File: src/rtl/cpu_types_pkg.sv
// rtl/cpu_types_pkg.sv - shared CPU memory-interface types and constants
package cpu_types_pkg;

    typedef logic [31:0] word_t;

    // RAM handshake state reported by the memory model / controller.
    typedef enum logic [1:0] {
        FREE   = 2'd0,
        BUSY   = 2'd1,
        ACCESS = 2'd2,
        ERROR  = 2'd3
    } ramstate_t;

    // Memory responder FSM states.
    typedef enum logic [1:0] {
        IDLE = 2'd0,
        DREQ = 2'd1,
        IREQ = 2'd2,
        RESP = 2'd3
    } mresp_state_t;

    // Load data returned when a request times out.
    localparam word_t ERR_WORD_DEFAULT = 32'hBAD1BAD1;

endpackage

File: src/rtl/mem_wait_timer.sv
// rtl/mem_wait_timer.sv - wait-cycle counter with clear, enable and expire flag
//
// clk     : clock
// rst     : synchronous active-high reset
// clear   : force count to zero (has priority over enable)
// enable  : count one wait cycle
// expired : count has reached WAIT_MAX-1
module mem_wait_timer #(
    parameter int WAIT_MAX = 64
) (
    input  logic clk,
    input  logic rst,
    input  logic clear,
    input  logic enable,
    output logic expired
);

    localparam int CW = $clog2(WAIT_MAX) + 1;
    localparam logic [CW-1:0] LAST = CW'(WAIT_MAX - 1);

    logic [CW-1:0] count_q;

    // No saturation: the owner leaves the request state once LAST is seen.
    always_ff @(posedge clk) begin
        if (rst || clear) begin
            count_q <= '0;
        end else if (enable) begin
            count_q <= count_q + CW'(1);
        end
    end

    assign expired = (count_q == LAST);

endmodule

File: src/rtl/mem_responder.sv
// rtl/mem_responder.sv - arbitrates I-fetch and data requests onto one RAM port
//
// CLK, RST               : clock, synchronous active-high reset
// halt                   : blocks new instruction-fetch grants
// iREN, iaddr            : instruction read request
// dREN, dWEN, daddr, dstore : data read/write request
// ihit, dhit             : one-cycle completion pulses
// iload, dload           : returned instruction/data, held until next own hit
// ramREN, ramWEN, ramaddr, ramstore, ramload, ramstate : RAM port
// mem_err                : sticky error (timeout or dREN&dWEN together)
module mem_responder
    import cpu_types_pkg::*;
#(
    parameter int    WAIT_MAX = 64,
    parameter word_t ERR_WORD = ERR_WORD_DEFAULT
) (
    input  logic        CLK,
    input  logic        RST,
    input  logic        halt,
    input  logic        iREN,
    input  logic [31:0] iaddr,
    input  logic        dREN,
    input  logic        dWEN,
    input  logic [31:0] daddr,
    input  logic [31:0] dstore,
    output logic        ihit,
    output logic        dhit,
    output logic [31:0] iload,
    output logic [31:0] dload,
    output logic        ramREN,
    output logic        ramWEN,
    output logic [31:0] ramaddr,
    output logic [31:0] ramstore,
    input  logic [31:0] ramload,
    input  logic [1:0]  ramstate,
    output logic        mem_err
);

    mresp_state_t state_q, state_d;
    ramstate_t    rs;

    // Latched request: the RAM port is driven only from these.
    logic        data_q;
    logic        wr_q;
    logic [31:0] addr_q;
    logic [31:0] store_q;

    logic in_req;
    logic access;
    logic timeout;
    logic expired;

    assign rs      = ramstate_t'(ramstate);
    assign in_req  = (state_q == DREQ) || (state_q == IREQ);
    assign access  = in_req && (rs == ACCESS);
    // ACCESS on the final allowed cycle still counts as a normal completion.
    assign timeout = in_req && !access && expired;

    mem_wait_timer #(
        .WAIT_MAX(WAIT_MAX)
    ) u_timer (
        .clk     (CLK),
        .rst     (RST),
        .clear   (!in_req),
        .enable  (in_req && (rs != ACCESS)),
        .expired (expired)
    );

    always_ff @(posedge CLK) begin
        if (RST) begin
            state_q <= IDLE;
        end else begin
            state_q <= state_d;
        end
    end

    always_comb begin
        state_d  = state_q;
        ramREN   = 1'b0;
        ramWEN   = 1'b0;
        ramaddr  = '0;
        ramstore = '0;
        ihit     = 1'b0;
        dhit     = 1'b0;
        unique case (state_q)
            IDLE: begin
                if (dREN || dWEN) begin
                    state_d = DREQ;
                end else if (iREN && !halt) begin
                    state_d = IREQ;
                end
            end
            DREQ: begin
                ramREN   = !wr_q;
                ramWEN   = wr_q;
                ramaddr  = addr_q;
                ramstore = wr_q ? store_q : '0;
                if (access || timeout) begin
                    state_d = RESP;
                end
            end
            IREQ: begin
                ramREN  = 1'b1;
                ramaddr = addr_q;
                if (access || timeout) begin
                    state_d = RESP;
                end
            end
            RESP: begin
                ihit    = !data_q;
                dhit    = data_q;
                state_d = IDLE;
            end
            default: state_d = IDLE;
        endcase
    end

    always_ff @(posedge CLK) begin
        if (RST) begin
            data_q  <= 1'b0;
            wr_q    <= 1'b0;
            addr_q  <= '0;
            store_q <= '0;
            iload   <= '0;
            dload   <= '0;
            mem_err <= 1'b0;
        end else begin
            if (state_q == IDLE) begin
                if (dREN || dWEN) begin
                    data_q  <= 1'b1;
                    wr_q    <= dWEN;
                    addr_q  <= daddr;
                    store_q <= dstore;
                    if (dREN && dWEN) begin
                        mem_err <= 1'b1;
                    end
                end else if (iREN && !halt) begin
                    data_q  <= 1'b0;
                    wr_q    <= 1'b0;
                    addr_q  <= iaddr;
                    store_q <= '0;
                end
            end
            if (access || timeout) begin
                if (state_q == DREQ && !wr_q) begin
                    dload <= access ? ramload : ERR_WORD;
                end
                if (state_q == IREQ) begin
                    iload <= access ? ramload : ERR_WORD;
                end
                if (timeout) begin
                    mem_err <= 1'b1;
                end
            end
        end
    end

endmodule

File: config.mk
export PLATFORM = sky130hd
export DESIGN_NAME = mem_responder
export DESIGN_NICKNAME = d
export VERILOG_FILES = /design/src/rtl/cpu_types_pkg.sv /design/src/rtl/mem_wait_timer.sv /design/src/rtl/mem_responder.sv
export SDC_FILE = /design/constraint.sdc
export NUM_CORES = 1
export LEC_CHECK = 0
export CORE_MARGIN = 3
export CORE_UTILIZATION = 31
export CTS_CLUSTER_SIZE = 40
export DETAILED_ROUTE_END_ITERATION = 10
export PLACE_DENSITY = 0.65
export SLEW_MARGIN = 10
export SYNTH_ARGS = -nofsm -noshare
export SYNTH_HDL_FRONTEND = slang
export SYNTH_SLANG_ARGS = --single-unit
File: constraint.sdc
create_clock -name CLK -period 1.9 [get_ports CLK]
set_input_delay 0.285 -clock CLK [delete_from_list [all_inputs] [get_ports CLK]]
set_output_delay 0.285 -clock CLK [all_outputs]
set_load 0.1 [all_outputs]
* Word level (Yosys, flattened, before mapping)
Cells that the tools add are included.
Word-level totals: bits in registers 140, input port bits 136, output and inout port bits 133
Cells by class: add/subtract/negate cells 1, equal/unequal tests 8, multiplexer cells 24, reduce and logical (&&, ||, !) cells 23
Operators with widths (number):
- 32-bit 2-to-1 mux | 8
- 1-bit 2-to-1 mux | 11
- 2-bit AND reduction | 4
- 7-bit by 1-bit adder with 7-bit output, second input constant | 1
- 7-bit by 6-bit equality test with 1-bit output, second input constant | 1
- 1-bit logical AND | 7
- 2-bit equality test, second input constant | 3
- 2-bit 2-to-1 mux | 3
- 2-bit one-hot mux with 3 select lines | 1
- 1-bit zero test | 5
- 1-bit logical OR | 4
- 3-bit inequality test, second input constant | 1
- 2-bit by 1-bit equality test with 1-bit output, second input constant | 1
- 2-bit zero test | 1
- 2-bit by 1-bit inequality test with 1-bit output, second input constant | 1
- 2-bit inequality test, second input constant | 1
- 1-bit one-hot mux with 2 select lines | 1
- 2-bit nonzero test | 1
- 2-bit OR reduction | 1

* Depth between registers and ports, before layout
Gate-level depths: netlist of run 1.
depth after elaboration 9, gate-level depth with buffers 8, gate-level depth less buffers 6

* Cells and area by module
From an unflattened synthesis of run 1, not the netlist that was laid out.
Unflattened totals: cells, all modules 632, area, all modules 6197.2 µm²
By module, submodules not included:
- mem_responder | instances 1, cells an instance 597, area each 5888.1 µm²
- mem_wait_timer | instances 1, cells an instance 35, area each 309.0 µm²

* Worst setup path before layout of run 1
No wires, ideal clock.
path kind register -> output, start point register state_q[0], end point output ramaddr[0], arrival time 1.920 ns, data required time 1.615 ns, slack -0.305 ns, stages on the path, launching flop included 6, buffers on the path 2, cell sequence dfxtp_1 > inv_1 > ha_1 > buf_2 > clkbuf_1 > and2_1
On the way: cells in the longest elaborated chain, start to end 3
Ends and longest elaborated chain:
- from (decl) | line mem_responder.sv:39 | mresp_state_t state_q, state_d;
- from (signal assigned) | line mem_responder.sv:73 | state_q <= state_d;
- 2-bit by 1-bit equality test with 1-bit output or 2-bit equality test (tied branches) | line mem_responder.sv:85 | unique case (state_q)
- 2-bit OR reduction (no source line) (*)
- 32-bit 2-to-1 mux (*) | line mem_responder.sv:85
- to (decl) | line mem_responder.sv:32 | output logic [31:0] ramaddr,
Every way passes the cells marked *; elsewhere a longest branch is shown, timed or not.

* Worst setup path in the final report of run 1
start point register state_q[0], end point output ramaddr[2]
The elaborated chain is that of the path after synthesis.

==> flow_summary.json, run 1 <==
{
  "outcome": "finished, violations left",
  "violations": "negative setup slack",
  "hold_viol_final": 0,
  "synth_edf_count": 0,
  "start_util_pct": 31.9,
  "first_iter_violations": 213,
  "drv_slew": 0,
  "cts_htree_levels": 4,
  "synth_cell_types": 45,
  "holdBufCountCts": 0,
  "irDropWorstVdd_mv": 0.847,
  "synth.most_common_cell": "dfxtp_1",
  "hold_class": "in -> reg",
  "cp_max_fo": 8,
  "reg2reg_slack_ns": -0.08,
  "antenna_found_initial": 0,
  "end_kind": "output pin",
  "leakagePower_nw": 4.32,
  "gp_congestion": 0.803,
  "finalCoreUtilization_pct": 59.8,
  "cts_tree": "done",
  "synth-seq-cells": 140,
  "yosysSeqAreaShare_pct": 48.2,
  "synth_top_area_share_pct": 48.2,
  "period_needed_ns": 2.03,
  "async_flop_share_pct": 0,
  "cts_num_sinks": 140,
  "port_buffers": 268,
  "wl_per_cell_um": 17.4,
  "grt_pass1_wl_um": 30200,
  "pre_cts_slack_ns": -0.0296,
  "cts_buffers": 17,
  "clk_latency_ns": 0.42,
  "hold_end": "addr_q[26]",
  "finalSetupViolCount": 96,
  "yosys_warnings": 0,
  "dieArea_mm2": 0.0204,
  "worst_slack_ns": -0.134,
  "skew_ns": 0.00959,
  "r2r-start": "state_q[0]",
  "holdPathStages": 3,
  "synthFlopType": "dfxtp_1",
  "clock.fmax_ghz": 0.492,
  "layout.nets": 1101,
  "grt_max_degree": 116,
  "cp.required_ns": 1.62,
  "drv_cap": 0,
  "synth_area_leaders": "dfxtp_1, nor2_1, a22oi_1, nand2_1, a311oi_1",
  "path_clk_slew_ns": 0.06,
  "grt_overflow": 0,
  "worst_pin_slew_ns": 0.646,
  "synth_common_cells": "dfxtp_1, nor2_1, nand2_1",
  "dr.pass1.iters": 4,
  "die_h_um": 143,
  "synth_area_mm2": 0.00582,
  "viasPerCell": 5.06,
  "die_x_um": 143,
  "cp-start-kind": "register",
  "root_buffer": "clkbuf_16",
  "area_growth_pct": 87.2,
  "vias": 6081,
  "cp_data_arrival_time_ns": 1.75,
  "grt_use_total_pct": 18.7,
  "drc": 0,
  "relSlewSlack_pct": 56.9,
  "core_area_mm2": 0.0182,
  "rsz0062_at_grt": "yes",
  "wl_um": 21000,
  "ios": 269,
  "p_per_area_mw_per_mm2": 1430,
  "syn_nets": 820,
  "timing.hold.ws_ns": 0.430,
  "path_class": "reg -> out",
  "antenna_left": 0,
  "rr_worst_depth": 11,
  "hp-start": "daddr[26]",
  "grt_pass1_vias": 5650,
  "syn_area_per_cell_um2": 8.57,
  "rr_endpoint": "dload[9]",
  "cts_buffer_depth": 2,
  "dp_hpwl_um": 13200,
  "power_mw": 15.6,
  "drive_above_1_share_pct": 35.4,
  "diodes": 0,
  "timing.final.crit_share_pct": 107,
  "synth_area_leader_cell": "dfxtp_1",
  "synthCells": 679,
  "num_rows": 49
}
[cell type report]
| cell class | count | area [µm²] |
|---|---|---|
| Fill cell | 1548 | 7320 |
| Tap cell | 229 | 287 |
| Multi-Input combinational cell | 474 | 3260 |
| Timing Repair Buffer | 324 | 3980 |
| Inverter | 3 | 11.3 |
| Clock buffer | 20 | 457 |
| Sequential cell | 140 | 2810 |
| Clock inverter | 12 | 90.1 |
[flip-flops by register name (all words and copies together), names as in the netlist]
signal / count
iload: 32
mem_err: 1
data_q: 1
dload: 32
state_q: 2
wr_q: 1
u_timer.count_q: 7
store_q: 32
addr_q: 32
[through the flow]
stage | cell area [µm²] | std cells | TNS [ns]
CTS | 10400 | 1186 | -7.20
floorplan | 5900 | 679 | -0.0464
global placement | 9450 | 1141 | -0.333
global route | 10900 | 1202 | -12.63
detailed placement | 9450 | 1141 | -0.255
finish | 10900 | 1202 | -6.26
[layout by cell type (no fill, tap or decap), drive strengths merged, types with 2 or more instances in the layout]
cell,count
a211oi,2
a21oi,38
a22oi,47
a311oi,32
and2,37
and3,33
and4b,2
buf,185
clkbuf,25
clkdlybuf4s50,134
clkinv,4
clkinvlp,6
dfxtp,140
ha,5
inv,5
nand2,88
nand2b,2
nand3,4
nand4,4
nor2,106
nor2b,2
nor3,18
o211ai,2
o21ai,16
o221a,18
xor2,5
[cells by family after synthesis]
group,count (synthesis),synth area share (%)
and+or+nand+nor,300,24.0
adders and majority gates,5,1.08
xor gates and xnor gates,6,0.903
DFF,140,48.2
AOI/OAI and AO/OA,161,20.6
buffers and inverters,67,5.23
[worst max path at each step]
stage / from / to / depth (start not counted)
floorplan: state_q[0] / ramaddr[0] / 5
global placement: ramstate[0] / iload[5] / 5
global route: state_q[1] / ramaddr[16] / 7
finish: state_q[0] / ramaddr[2] / 7
CTS: state_q[0] / ramaddr[24] / 7
detailed placement: ramstate[0] / iload[10] / 5
[routing by layer]
layer	GRT usage [%]	vias to the layer above	wire length (µm)
li1	-	2962	-
met1	22.3	2852	8700
met2	30.8	238	10200
met3	6.70	29	1650
met4	7.00	0	425
met5	0	-	0
[power by group]
group          switching, mW  leakage [nW]  internal [mW]  total, mW
registers              0.299          1.14           3.49       3.79
logic                   5.11          2.92           3.63       8.74
clock network           1.34         0.251           1.74       3.09
total                   6.75          4.32           8.87       15.6
[critical path: stages (launching register included)]
cell and delay (ns):
dfxtp_2 0.33, inv_2 0.05, ha_4 0.24, buf_12 0.13, buf_12 0.13, buf_16 0.13, and2_4 0.14, buf_12 0.16
[repair_timing]
| item | CTS | global route |
|---|---|---|
| cloned | 3 | 9 |
| pin swaps | 39 | 44 |
| buffers inserted | 10 | 10 |
| endpoints found under the setup margin | 66 | 99 |
| gates resized for setup | 67 | 78 |
Power figures use the tool's default switching activity.
==> run 2, diff against run 1 <==
SLEW_MARGIN = not set   (was 10)
==> results of run 2 <==
The final DEF is identical to that of run 1; final timing and power are the same.
